[src/rtl/axil_pkg.sv]
// Shared types for the AXI4-Lite request arbiter: response codes and sequencer states.
package axil_pkg;

    localparam int unsigned STRB_WIDTH = 4;

    typedef enum logic [1:0] {
        OKAY   = 2'b00,
        EXOKAY = 2'b01,
        SLVERR = 2'b10,
        DECERR = 2'b11
    } resp_t;

    typedef enum logic [2:0] {
        IDLE,
        WR_ADDR_DATA,
        WR_RESP,
        RD_ADDR,
        RD_DATA
    } arb_state_t;

endpackage

[src/rtl/rr_arbiter.sv]
// Combinational round-robin pick: first set request at or above i_ptr, wrapping modulo N.
module rr_arbiter #(
    parameter int unsigned N  = 4,
    parameter int unsigned IW = (N > 1) ? $clog2(N) : 1
) (
    input  logic [N-1:0]  i_req,
    input  logic [IW-1:0] i_ptr,
    output logic [N-1:0]  o_grant,
    output logic [IW-1:0] o_idx
);

    logic [IW-1:0] w_pos;
    logic          w_found;

    always_comb begin
        o_grant = '0;
        o_idx   = '0;
        w_pos   = '0;
        w_found = 1'b0;
        for (int unsigned k = 0; k < N; k++) begin
            w_pos = IW'((32'(i_ptr) + k) % N);
            if (!w_found && i_req[w_pos]) begin
                o_grant[w_pos] = 1'b1;
                o_idx          = w_pos;
                w_found        = 1'b1;
            end
        end
    end

endmodule

[src/rtl/axil_req_arbiter.sv]
// Shares one AXI4-Lite slave between NUM_REQ requesters, one outstanding transaction at a time.
module axil_req_arbiter
    import axil_pkg::*;
#(
    parameter int unsigned NUM_REQ    = 4,
    parameter int unsigned DATA_WIDTH = 32,
    parameter int unsigned ADDR_WIDTH = 32
) (
    input  logic                             ACLK,
    input  logic                             ARESET,
    input  logic [NUM_REQ-1:0]               req_valid,
    input  logic [NUM_REQ-1:0]               req_write,
    input  logic [NUM_REQ*ADDR_WIDTH-1:0]    req_addr,
    input  logic [NUM_REQ*DATA_WIDTH-1:0]    req_wdata,
    input  logic [NUM_REQ*STRB_WIDTH-1:0]    req_wstrb,
    output logic [NUM_REQ-1:0]               req_ready,
    output logic [NUM_REQ-1:0]               rsp_valid,
    output logic [DATA_WIDTH-1:0]            rsp_rdata,
    output logic [1:0]                       rsp_resp,
    output logic [ADDR_WIDTH-1:0]            M_AWADDR,
    output logic                             M_AWVALID,
    input  logic                             M_AWREADY,
    output logic [DATA_WIDTH-1:0]            M_WDATA,
    output logic [STRB_WIDTH-1:0]            M_WSTRB,
    output logic                             M_WVALID,
    input  logic                             M_WREADY,
    input  logic [1:0]                       M_BRESP,
    input  logic                             M_BVALID,
    output logic                             M_BREADY,
    output logic [ADDR_WIDTH-1:0]            M_ARADDR,
    output logic                             M_ARVALID,
    input  logic                             M_ARREADY,
    input  logic [DATA_WIDTH-1:0]            M_RDATA,
    input  logic [1:0]                       M_RRESP,
    input  logic                             M_RVALID,
    output logic                             M_RREADY
);

    localparam int unsigned IW = (NUM_REQ > 1) ? $clog2(NUM_REQ) : 1;

    arb_state_t              r_state;
    arb_state_t              w_next;
    logic [IW-1:0]           r_rr_ptr;
    logic [IW-1:0]           r_gnt_idx;
    logic [ADDR_WIDTH-1:0]   r_addr;
    logic [DATA_WIDTH-1:0]   r_wdata;
    logic [STRB_WIDTH-1:0]   r_wstrb;
    logic                    r_aw_done;
    logic                    r_w_done;
    logic [NUM_REQ-1:0]      r_rsp_valid;
    logic [DATA_WIDTH-1:0]   r_rsp_rdata;
    logic [1:0]              r_rsp_resp;
    logic [NUM_REQ-1:0]      w_grant;
    logic [IW-1:0]           w_gidx;
    logic                    w_accept;

    rr_arbiter #(
        .N  (NUM_REQ),
        .IW (IW)
    ) u_rr (
        .i_req   (req_valid),
        .i_ptr   (r_rr_ptr),
        .o_grant (w_grant),
        .o_idx   (w_gidx)
    );

    assign M_AWADDR  = r_addr;
    assign M_ARADDR  = r_addr;
    assign M_WDATA   = r_wdata;
    assign M_WSTRB   = r_wstrb;
    assign rsp_valid = r_rsp_valid;
    assign rsp_rdata = r_rsp_rdata;
    assign rsp_resp  = r_rsp_resp;

    always_comb begin
        w_next    = r_state;
        w_accept  = 1'b0;
        req_ready = '0;
        M_AWVALID = 1'b0;
        M_WVALID  = 1'b0;
        M_BREADY  = 1'b0;
        M_ARVALID = 1'b0;
        M_RREADY  = 1'b0;
        case (r_state)
            IDLE: begin
                // Gate with reset so no accept pulse escapes while the registers are held.
                if (|req_valid && !ARESET) begin
                    w_accept  = 1'b1;
                    req_ready = w_grant;
                    w_next    = req_write[w_gidx] ? WR_ADDR_DATA : RD_ADDR;
                end
            end
            WR_ADDR_DATA: begin
                M_AWVALID = !r_aw_done;
                M_WVALID  = !r_w_done;
                if ((r_aw_done || M_AWREADY) && (r_w_done || M_WREADY))
                    w_next = WR_RESP;
            end
            WR_RESP: begin
                M_BREADY = 1'b1;
                if (M_BVALID)
                    w_next = IDLE;
            end
            RD_ADDR: begin
                M_ARVALID = 1'b1;
                if (M_ARREADY)
                    w_next = RD_DATA;
            end
            RD_DATA: begin
                M_RREADY = 1'b1;
                if (M_RVALID)
                    w_next = IDLE;
            end
            default: w_next = IDLE;
        endcase
    end

    always_ff @(posedge ACLK or posedge ARESET) begin
        if (ARESET) begin
            r_state     <= IDLE;
            r_rr_ptr    <= '0;
            r_gnt_idx   <= '0;
            r_addr      <= '0;
            r_wdata     <= '0;
            r_wstrb     <= '0;
            r_aw_done   <= 1'b0;
            r_w_done    <= 1'b0;
            r_rsp_valid <= '0;
            r_rsp_rdata <= '0;
            r_rsp_resp  <= '0;
        end else begin
            r_state     <= w_next;
            r_rsp_valid <= '0;
            if (w_accept) begin
                r_gnt_idx <= w_gidx;
                r_addr    <= req_addr[w_gidx*ADDR_WIDTH +: ADDR_WIDTH];
                r_wdata   <= req_wdata[w_gidx*DATA_WIDTH +: DATA_WIDTH];
                r_wstrb   <= req_wstrb[w_gidx*STRB_WIDTH +: STRB_WIDTH];
                r_aw_done <= 1'b0;
                r_w_done  <= 1'b0;
            end
            if (M_AWVALID && M_AWREADY)
                r_aw_done <= 1'b1;
            if (M_WVALID && M_WREADY)
                r_w_done <= 1'b1;
            if ((M_BREADY && M_BVALID) || (M_RREADY && M_RVALID)) begin
                r_rsp_valid[r_gnt_idx] <= 1'b1;
                r_rsp_rdata            <= M_RREADY ? M_RDATA : '0;
                r_rsp_resp             <= M_RREADY ? M_RRESP : M_BRESP;
                r_rr_ptr               <= (r_gnt_idx == IW'(NUM_REQ - 1)) ? '0 : r_gnt_idx + IW'(1);
            end
        end
    end

endmodule

[config.mk]
export PLATFORM = sky130hd
export DESIGN_NAME = axil_req_arbiter
export DESIGN_NICKNAME = d
export VERILOG_FILES = /design/src/rtl/axil_pkg.sv /design/src/rtl/rr_arbiter.sv /design/src/rtl/axil_req_arbiter.sv
export SDC_FILE = /design/constraint.sdc
export NUM_CORES = 1
export LEC_CHECK = 0
export CAP_MARGIN = 0
export CORE_AREA = 8 8 175 177
export CTS_CLUSTER_SIZE = 20
export DETAILED_ROUTE_END_ITERATION = 8
export DIE_AREA = 0 0 183 185
export PLACE_DENSITY = 0.7
export REMOVE_ABC_BUFFERS = 1
export SKIP_CTS_REPAIR_TIMING = 1
export SLEW_MARGIN = 20
export SYNTH_ARGS = -nofsm -noshare
export SYNTH_HDL_FRONTEND = slang
export SYNTH_SLANG_ARGS = --single-unit
[constraint.sdc]
create_clock -name ACLK -period 4.8 [get_ports ACLK]
set_clock_uncertainty 0.1 [all_clocks]
set_input_delay 0.48 -clock ACLK [delete_from_list [all_inputs] [get_ports ACLK]]
set_output_delay 0.48 -clock ACLK [all_outputs]
set_load 0.005 [all_outputs]
== Yosys cells after proc, flatten, opt, wreduce, memory -nomap -nowiden ==
Index checks and enable logic that the tools add are counted.
Cells by class
  $add $sub $neg: 4
  magnitude comparators: 11
  eq/ne operators: 10
  shift operators: 3
  multiplexer cells: 54
  bitwise gates (word level): 3
  reduce and logical (&&, ||, !) cells: 28
Operator list (count)
  128-bit by 8-bit variable part select with 32-bit output: 2
  32-bit 2-to-1 mux: 1
  4-bit 2-to-1 mux: 7
  1-bit 2-to-1 mux: 23
  2-bit by 3-bit less-than comparator with 1-bit output (second input constant): 6
  16-bit by 5-bit variable part select with 4-bit output: 1
  3-bit 2-to-1 mux: 5
  3-bit case mux with 5 select lines: 1
  1-bit logical AND: 14
  2-bit 2-to-1 mux: 7
  4-bit OR: 3
  1-bit binary-select mux with 2-bit select: 5
  1-bit demux with 2-bit select: 5
  2-bit by 1-bit >= comparator with 1-bit output (second input constant): 5
  2-bit inequality test (second input constant): 5
  3-bit by 2-bit == test with 1-bit output (second input constant): 2
  1-bit logical NOT: 6
  5-bit AND reduction: 1
  2-bit by 1-bit adder with 2-bit output (second input constant): 2
  2-bit adder (second input constant): 2
  2-bit nonzero test: 2
  4-bit OR reduction: 1
  3-bit by 1-bit == test with 1-bit output (second input constant): 1
  3-bit == test (second input constant): 1
  other kinds (3): 5
Word-level totals
  register bits after elaboration: 115
  input bits: 323
  output and inout bits: 147

== Depth between registers and ports, before layout ==
Gate-level depths: netlist (run 1).
  depth in word-level cells: 17
  gate-level depth with buffers: 16

== Modules after synthesis ==
From an unflattened synthesis (run 1), not the netlist that was laid out.
Second synthesis, totals
  cell total of the unflattened synthesis: 509
  area total of the unflattened synthesis: 7374.6 um^2
Modules (own cells, without submodules)
  axil_req_arbiter: times used 1, cells an instance 463, area an instance 6955.4 um^2, sequential area each 2877.8 um^2
  rr_arbiter: times used 1, cells an instance 46, area an instance 419.2 um^2, sequential area each 0.0 um^2

== Worst setup path before layout (run 1) ==
No wires, ideal clock.
  kind: reg-to-output
  start: register r_rr_ptr[0]
  end: output req_ready[0]
  data arrival time: 3.203 ns
  slack: 1.017 ns
  stages on the path, launching flop included: 16
  path through: dfrtp_1 > buf_6 > buf_2 > inv_1 > clkbuf_1 > clkbuf_1 > ha_1 > buf_2 > mux4_2 > buf_2 > nor2_1 > buf_2 > buf_2 > a221o_1 > o21ai_0 > a21oi_1
Between the ends
  cells in the longest elaborated chain, start to end: 14
  elaborated cells between the ends (all ways): 49
  classes of those cells: add/sub (3); order compare (8); mux (25); bitwise (3); reduce/logical (10)
RTL lines
  from (decl): line axil_req_arbiter.sv:43  | logic [IW-1:0] r_rr_ptr;
  from (signal assigned): line axil_req_arbiter.sv:150  | r_rr_ptr <= (r_gnt_idx == IW'(NUM_REQ - 1)) ? '0 : r_gnt_idx + IW'(1);
  branches (longest 11 deep; another with 2-bit by 3-bit less-than comparator with 1-bit output)
  4-bit 2-to-1 mux *: line rr_arbiter.sv:22  | if (!w_found && i_req[w_pos]) begin
  4-bit 2-to-1 mux *: line axil_req_arbiter.sv:87  | if (|req_valid && !ARESET) begin
  4-bit 2-to-1 mux *: line axil_req_arbiter.sv:84  | case (r_state)
  to (decl): line axil_req_arbiter.sv:16  | output logic [NUM_REQ-1:0] req_ready,
Every way passes the cells marked *. The select of a mux whose other input is x is not followed.

== Worst setup path in the final report (run 1) ==
  start: register r_rr_ptr[0]
  end: output req_ready[2]
Same word-level chain as after synthesis.

==> impl_metrics.yaml, run 1 <==
global_routing:
  antenna_found_initial: 5
  grt_max_degree: 110
  grt_pass1_vias: 10947
  track_usage_pct: 24.8
  grt-ovfl-total: 0
  grt_pass1_wl_um: 66000
cts:
  ctsRootBufferMaster: "clkbuf_16"
  clkSinkCount: 115
  insertion_delay_ns: 0.41
  cts_buffers: 17
  path_clk_slew_ns: 0.06
  cts_tree: "built"
  clk_path_buf_depth: 2
  h-tree-depth: 4
floorplan:
  die_height_um: 185
  ios: 470
  die_w_um: 183
  initial_core_util_pct: 34.3
  rows: 62
  dieArea_um2: 33900
  coreArea_um2: 28100
min_path:
  hold_end: "rsp_rdata[6]"
  min_from: "rsp_rdata[6]"
  whs_path_depth: 2
  hold_class: "reg -> reg"
final_layout:
  fin_util_pct: 53.0
  areaGrowthSynthToFinish_pct: 54.6
  stdcell_count: 1884
  final_cell_area_um2: 14900
  nNetsFinal: 1817
  drive_gt1_share_pct: 9.97
worst_setup_path:
  critPathLaunchType: "register"
  worstSetupPathType: "reg -> out"
  worstReg2RegEnd: "M_ARADDR[6]"
  crit_required_ns: 4.22
  r2r_slack_ns: 1.12
  endpoint_kind: "output port"
  r2r-start: "r_rr_ptr[0]"
  crit_fanout: 25
  cp.arrival_ns: 3.39
  r2r_cells: 8
timing:
  hold_ws_ns: 0.379
  finalSetupViolCount: 0
  hold_viol: 0
  max_freq_mhz: 252
  fin_crit_sh_pct: 82.8
  slew_headroom_pct: 40.1
  min_period_ns: 3.97
  drv_slew: 0
  rsz0062_at_grt: "no"
  tightestPinTransition_ns: 0.898
  worst_slack_ns: 0.828
synth:
  synth.distinct_cells: 57
  synth_seq_cells: 115
  synthMuxAreaShare_pct: 11.6
  avgSynthCellArea_um2: 8.57
  synth_edf_count: 0
  synth-seq-area-share_pct: 29.9
  synth_area_leader_cell: "dfrtp_1"
  synth_xor_area_share_pct: 0
  synth_top_family_by_area: "compound AO/OA/AOI/OAI gates"
  netlist_area_um2: 9630
  ys.flop_type: "dfrtp_1"
  yosysWarningCount: 0
  netlist_instances: 1124
  synth_compound_area_share_pct: 34.9
  synth-simple-area-share_pct: 13.0
  synth_top_area_share_pct: 29.9
  synth_area_leaders: "dfrtp_1 30%, mux2i_1 7.5%, a221o_1 7.3%"
  ys_async_sr_fraction_pct: 100
  synth_fa_ha_area_share_pct: 1.56
power_and_ir_drop:
  power_density_nw_per_um2: 599
  pwr-share-clk_pct: 14.9
  power.internal_uw: 4800
  p_seq_share_pct: 18.8
  p_switching_uw: 4110
  p_comb_share_pct: 66.3
  p_sw_share_pct: 46.2
  p_leak_uw: 0.00573
  peakVddDrop_uv: 362
place:
  port_buffers: 469
  placed_cells: 1847
  gp_congestion: 0.858
  preCtsSetupSlack_ns: 1.11
  placed_cell_area_um2: 14300
  hpwl_um: 31800
run_status:
  outcome: "complete, no violations"
detailed_routing:
  dr.pass1.iters: 5
  routed_wl_um: 44400
  wl_per_cell_um: 23.5
  drtIter0Drc: 935
  route.detailed.drc: 0
  ant_nets: 0
  post_drt_via_cell_ratio: 5.74
  vias: 10809
run:
  drv_cap: 0
state kept, by name, summed over array words and instances, names as in the netlist:
register and count:
M_ARADDR 32, M_WDATA 32, M_WSTRB 4, r_aw_done 1, r_gnt_idx 2, r_rr_ptr 2
r_state 3, r_w_done 1, rsp_rdata 32, rsp_resp 2, rsp_valid 4
per-layer routing:
layer	GRT usage [%]	wire length, um	up-vias
met4	6.96	1030	0
met1	29.3	17500	5183
met3	6.38	3920	56
met2	44.0	21900	564
li1	-	-	5006
met5	0	0	-
cell families after synthesis:
| logic type | count (synthesis) |
|---|---|
| adder cells (fa/ha/maj) | 12 |
| AO/OA/AOI/OAI | 450 |
| multiplexers | 104 |
| flip-flops | 115 |
| buffers and inverters | 169 |
| AND/OR/NAND/NOR | 274 |
power by group through the flow:
stage                     Combinational, uW  Sequential [uW]  Clock (uW)
after global placement                 5780             1690           0
after global routing                   6350             1720        1390
after CTS                              5910             1680        1350
final                                  5910             1680        1330
after detailed placement               5890             1690           0
after floorplan                        3220             1780           0
critical path, stage by stage (launching register included):
cell and delay, ns:
dfrtp_4 0.62, inv_2 0.06, ha_1 0.43, or3b_2 0.49
o21ai_0 0.09, a31oi_1 0.10, o21ai_0 0.39, nand2_1 0.10
a21oi_1 0.14, clkdlybuf4s50_1 0.54
worst max-delay path by stage:
stage / startpoint / to / cells past startpoint
2_1_floorplan: r_rr_ptr[0] / M_ARADDR[0] / 8
3_3_place_gp: req_valid[3] / M_WDATA[15] / 7
3_5_place_dp: req_valid[3] / M_WDATA[19] / 7
4_1_cts: r_rr_ptr[0] / req_ready[2] / 9
5_1_grt: r_rr_ptr[0] / req_ready[0] / 9
6_report: r_rr_ptr[0] / req_ready[2] / 9
final cells by class:
type	instances	area, um^2
Sequential cell	115	2880
Timing Repair Buffer	497	4930
Tap cell	384	480
Clock inverter	15	169
Antenna cell	5	12.5
Clock buffer	17	425
Fill cell	2601	13200
Multi-Input combinational cell	840	5930
Inverter	11	46.3
Yosys cell counts, types with 3 or more instances:
master and count:
a21oi_1 137, dfrtp_1 115, nor2_1 99, nand2_1 82, mux2i_1 72, a221o_1 70, clkbuf_1 63, a211oi_1 46
buf_2 45, nand2b_1 44, o31ai_1 44, o32ai_1 44, o21ai_0 43, o221a_2 42, buf_4 36, nor3_1 31
mux2_2 19, ha_1 12, inv_1 10, buf_1 8, mux2_1 8, buf_6 6, nor2b_1 4, a22o_1 3
mux4_2 3
layout by cell type (no fill, tap or decap), types with 2 or more instances in the layout:
master           instances
a21oi_1                137
clkinv_4                 4
mux2_2                  19
nor2b_1                  4
diode_2                  5
nand2_2                  2
mux2_1                   8
o31a_1                   2
o21a_1                   2
o221a_2                 42
o21ai_0                 43
nand2_1                 81
a221o_1                 70
inv_1                    8
a22o_1                   3
clkdlybuf4s50_1        469
nand2b_1                44
mux4_2                   2
mux2i_1                 72
nor3_1                  31
o31ai_1                 44
o32ai_1                 44
nor2_4                   4
inv_6                    5
ha_1                    12
a211oi_1                46
or3b_2                   2
buf_12                   2
o22a_1                   2
nor2_1                  97
buf_4                   25
nor4_1                   2
inv_8                    4
clkbuf_16               17
dfrtp_1                114
metrics by stage:
stage / total power (uW) / TNS (ns)
after global placement: 7470 / 0
after global routing: 9470 / 0
after CTS: 8940 / 0
after floorplan: 5000 / -401.97
after detailed placement: 7570 / 0
final: 8910 / 0
(Power assumes the default switching activity.)
==> inputs of run 2 (changes only) <==
- clock period: 4.8 -> 3.9 ns (I/O delays scaled with it)
==> run 2 against run 1 <==
  * Clock-buffer cell count unchanged
  * Clock power is 23% higher
  * Flip-flop and latch count unchanged
  * Sequential power increased by 22%
  * Critical path type unchanged
==> impl_metrics.yaml, run 2 (synthesized netlist as in run 1, its figures left out) <==
final_layout:
  final_cell_area_um2: 14900
  drive_gt1_share_pct: 10.1
  nFillCells: 2575
  multi_input_area_um2: 5940
  final_common_cell: "clkdlybuf4s50_1"
  fin_util_pct: 53.1
  stdcell_count: 1883
  nNetsFinal: 1818
  areaGrowthSynthToFinish_pct: 55.0
  regArea_um2: 2880
  mostFrequentLayoutCells: "469 x clkdlybuf4s50_1, 137 x a21oi_1, 114 x dfrtp_1"
global_routing:
  grt_max_degree: 104
  grt-ovfl-total: 0
  track_usage_pct: 25.1
  grt_pass1_wl_um: 67000
  antenna_found_initial: 4
  grt_pass1_vias: 10843
place:
  gp_congestion: 0.877
  placed_cell_area_um2: 14300
  placed_cells: 1848
  hpwl_um: 32000
  port_buffers: 469
  preCtsSetupSlack_ns: 0.298
floorplan:
  ios: 470
  coreArea_um2: 28100
  die_height_um: 185
  die_w_um: 183
  initial_core_util_pct: 34.3
  rows: 62
  dieArea_um2: 33900
timing:
  min_period_ns: 3.72
  slew_headroom_pct: 28.4
  tightestPinTransition_ns: 1.07
  worst_slack_ns: 0.185
  hold_ws_ns: 0.381
  hold_viol: 0
  drv_slew: 0
  rsz0062_at_grt: "no"
  finalSetupViolCount: 0
  max_freq_mhz: 269
  fin_crit_sh_pct: 95.3
detailed_routing:
  route.detailed.drc: 0
  vias: 10885
  drtIter0Drc: 1094
  post_drt_via_cell_ratio: 5.78
  routed_wl_um: 44900
  ant_nets: 0
  dr.pass1.iters: 6
  wl_per_cell_um: 23.8
worst_setup_path:
  cp.arrival_ns: 3.23
  crit_fanout: 16
  crit_required_ns: 3.41
  worstSetupPathType: "reg -> out"
  critPathLaunchType: "register"
  endpoint_kind: "output port"
cts:
  clk_path_buf_depth: 2
  cts_tree: "built"
  h-tree-depth: 4
  insertion_delay_ns: 0.42
  cts_buffers: 17
  path_clk_slew_ns: 0.07
  ctsRootBufferMaster: "clkbuf_16"
  clkSinkCount: 115
run:
  drv_cap: 0
power_and_ir_drop:
  p_leak_uw: 0.00575
  peakVddDrop_uv: 581
  power_density_nw_per_um2: 739
min_path:
  hold_class: "reg -> reg"
run_status:
  outcome: "complete, no violations"
## run 2: layout make-up
type / count / share of cell area (%)
inverter: 11 / 0.327
sequential: 115 / 19.3
clock inverter: 15 / 1.10
clock buffer: 17 / 2.85
timing repair buffer: 498 / 33.3
tap: 384 / 3.22
multi-input combinational: 840 / 39.8
antenna: 3 / 0.0503
## run 2: worst max-delay path: stages, from the launching register on
cell,delay [ns]
dfrtp_4,0.56
inv_2,0.06
ha_1,0.47
mux4_2,0.51
nor2_4,0.19
a221o_1,0.16
o21ai_0,0.08
a21oi_1,0.23
clkdlybuf4s50_1,0.55
## run 2: worst paths after layout
kind,slack [ns],startpoint,cells past startpoint,endpoint
max in group asynchronous,2.43,ARESET,3,M_WDATA[9]
min in group asynchronous,0.42,ARESET,2,M_WDATA[15]
max reg2reg,0.37,r_rr_ptr[0],8,M_ARADDR[28]
max,0.18,r_rr_ptr[0],8,req_ready[3]
min reg2reg,0.38,r_state[2],1,r_state[0]
min,0.38,r_state[2],1,r_state[0]
## run 2: metrics by stage
step / total power [uW] / setup TNS, ns
final: 11000 / 0
after global routing: 11700 / 0
after CTS: 11100 / 0
after detailed placement: 9370 / 0
after global placement: 9270 / 0
after floorplan: 6150 / -505.11
## run 2: layer usage
layer / track usage [%] / up-vias / share of wire (%)
li1: - / 5011 / -
met1: 30.1 / 5273 / 40
met2: 44.7 / 554 / 50
met3: 6.18 / 43 / 8.5
met4: 5.76 / 4 / 1.5
met5: 0 / - / 0.060
## run 2: power breakdown
part	leakage [uW]	internal, uW	switching [uW]	total, uW
Sequential	0.00142	1650	404	2050
Clock	0.000281	911	722	1630
Combinational	0.00405	3400	3960	7350
Total	0.00575	5960	5080	11000
==> inputs of run 3 (changes only) <==
- SKIP_LAST_GASP: not set -> 1
==> results of run 3 <==
No change in the layout: final DEF, timing and power equal those of run 2.
==> edit (config.mk and constraints of run 3) <==
Set the package constant `STRB_WIDTH` to 6 (it was 4).
--- a/src/rtl/axil_pkg.sv
+++ b/src/rtl/axil_pkg.sv
@@ -1,7 +1,7 @@
 // Shared types for the AXI4-Lite request arbiter: response codes and sequencer states.
 package axil_pkg;
 
-    localparam int unsigned STRB_WIDTH = 4;
+    localparam int unsigned STRB_WIDTH = 6;
 
     typedef enum logic [1:0] {
         OKAY   = 2'b00,
Interface: changed (resized M_WSTRB and req_wstrb); port bits go from 470 to 480. No check against the original RTL was run, so the function may have changed too.
==> edit against run 3 <==
  * Synthesized cell count fell by 7.3%
  * Largest cell class is now buffers
  * Critical path type unchanged
  * Final area decreased by 9.2%
  * Synthesized area decreased by 16%
  * Utilization decreased by 4.9 points
  * Power shrank 14%
  * Hold slack got worse by 0.18 ns
  * Sequential cell count up 2
  * Routed wire length decreased by 14%
  * Non-clock buffer count is 9 higher
  * Worst setup slack gained 0.0077 ns
==> edit: results (changes against run 3) <==
----------------------------------------------------
[Run status]
  Outcome ... completed

[Yosys]
  Most frequent cell after synthesis ... sky130_fd_sc_hd__nor2_1
  Number of different library cells in the post-synthesis netlist ... 56 (-1.8%)
  Area fraction of the dominant cell type after synthesis ... 0.364 (+0.0651)
  Synth area leaders ... sky130_fd_sc_hd__dfrtp_1 36%, sky130_fd_sc_hd__nand3_1 8.8%, sky130_fd_sc_hd__nor2_1 7.4%
  Yosys warnings ... 0 (unchanged)
  Main synth FF type ... sky130_fd_sc_hd__dfrtp_1
  FFs w/ async S/R, synth ... 1.00 (unchanged)
  Most frequent cells after synthesis ... 159 x sky130_fd_sc_hd__nor2_1, 141 x sky130_fd_sc_hd__nand3_1, 140 x sky130_fd_sc_hd__nand2_1
  Sequential share of the synthesized area ... 0.364 (+0.0651)

[Critical path]
  Kind of cell with the highest combined delay on the critical path ... buffers and inverters
  Critical path data arrival time ... 3.22 ns (about the same)
  CP max stage cell ... sky130_fd_sc_hd__clkdlybuf4s50_1
  Max FO, Critical Path ... 10 (-6)
  Biggest cell delay along the critical path ... 0.54 ns (-0.02 ns)

[STA]
  Actual transition at the worst max-transition pin ... 0.797 ns (-0.277 ns)

[Global routing]
  Global-route total usage across every layer ... 0.216 (-0.0349)
  Number of global-route vias before repair ... 9,783 (-9.8%)
  Global-route wire length before repair ... 57,500 um (-14%)
  Number of antenna violations at the first check in global routing ... 1 (-3)
  Maximum number of pins on one net before global-route repair ... 70 (-33%)

[Placed design]
  GPL Wtd Cong ... 0.863 (-1.6%)
  Setup Slack @ Placement ... 0.383 ns (+0.0850 ns)
  Port Buf Inserts ... 479 (+2.1%)
  Placed cell area ... 12,900 um2 (-9.8%)
  HPWL after detailed placement ... 28,500 um (-11%)

[Route]
  Wire length per cell ... 21.1 um (-12%)
  Vias per cell ... 5.31 (-8.2%)
  DR pass1 iterations ... 6 (unchanged)
  Drt initial violations ... 581 (-47%)

[Min path]
  Worst min-delay path category ... in -> async

[Power]
  Total leakage power ... 5.38 nW (-6.4%)
  Worst IR drop on VDD ... 489 uV (-16%)
  Power per cell area ... 698 nW/um2 (-5.6%)

[Layout]
  Share of layout cells above drive strength 1 ... 0.0622 (-0.0387)
  Nets ... 1,777 (-2.3%)
  Number of inserted filler cells in the final layout ... 2,774 (+7.7%)

[CTS]
  CTS Root Cell ... sky130_fd_sc_hd__clkbuf_16
  CTS HTree Levels ... 4 (unchanged)
  Max Buffers Root-to-Sink ... 2 (unchanged)
  Clock latency of the later-clocked register in the worst-skew pair ... about 0.41 ns
  Clock slew seen by the registers of the worst setup and hold paths ... 0.07 ns (about the same)
  CTS buffer count ... 17 (unchanged)

----------------------------------------------------
[edit: cell count changes in the layout (fill, tap and decap cells not counted), moves of 45 or more]
cell                       delta
sky130_fd_sc_hd__a211oi_1    -45
sky130_fd_sc_hd__o211ai_1    +70
sky130_fd_sc_hd__nand2_1     +58
sky130_fd_sc_hd__o311ai_1    +66
sky130_fd_sc_hd__a21oi_1    -129
sky130_fd_sc_hd__o21ai_0     +64
sky130_fd_sc_hd__nor2_1      +62
sky130_fd_sc_hd__mux2i_1     -66
sky130_fd_sc_hd__nand3_1    +140
sky130_fd_sc_hd__a221o_1     -70
[edit: worst paths after layout]
kind | from | endpoint | slack (ns) | depth (start not counted)
max reg2reg | r_rr_ptr[1]$_DFFE_PP0P_ | M_ARADDR[27]$_DFFE_PP0P_ | 0.52 | 10
min in group ACLK | rsp_rdata[29]$_DFFE_PP0P_ | rsp_rdata[29]$_DFFE_PP0P_ | 0.38 | 2
min reg2reg | rsp_rdata[29]$_DFFE_PP0P_ | rsp_rdata[29]$_DFFE_PP0P_ | 0.38 | 2
max in group asynchronous | ARESET | M_WDATA[0]$_DFFE_PP0P_ | 2.39 | 3
min | ARESET | rsp_rdata[22]$_DFFE_PP0P_ | 0.21 | 2
max | r_rr_ptr[1]$_DFFE_PP0P_ | req_ready[0] | 0.19 | 9
[edit: routing by layer]
layer  GRT usage  vias up  wire, um
met5           0        -         0
met4      0.0823        0      1150
met3      0.0632       59      3400
met2       0.374      500     18900
met1       0.250     4638     15100
li1            -     4526         -
[edit: through the flow]
stage / std cells / hold WS [ns]
after floorplan: 908 / 0.373
after global placement: 1799 / 0.363
after detailed placement: 1799 / 0.372
after CTS: 1831 / 0.195
after global routing: 1832 / 0.226
final: 1832 / 0.206
[edit: kinds of logic (layout without fill, tap and decap cells)]
kind of cell | Yosys count | after routing | synth area share
flip-flops | 117 | 117 | 0.364
multiplexers | 10 | 10 | 0.0173
adder cells (fa/ha/maj) | 12 | 12 | 0.0187
buffers and inverters | 143 | 548 | 0.0941
other | 0 | 1 | 0
AND/OR/NAND/NOR | 476 | 476 | 0.258
AO/OA/AOI/OAI | 284 | 284 | 0.248
[edit: power by group]
part / total, mW / internal [mW] / leakage, nW / switching (mW)
clock network: 1.72 / 1.05 / 0.301 / 0.673
logic: 5.63 / 2.60 / 3.57 / 3.03
registers: 2.11 / 1.70 / 1.50 / 0.411
total: 9.46 / 5.35 / 5.38 / 4.11
[edit: cell type report]
class                      count  area share
timing repair buffer         507       0.373
multi-input combinational    782       0.327
sequential                   117       0.216
tap                          384      0.0355
clock buffer                  19      0.0334
clock inverter                13      0.0126
inverter                       9     0.00268
antenna                        1    0.000185
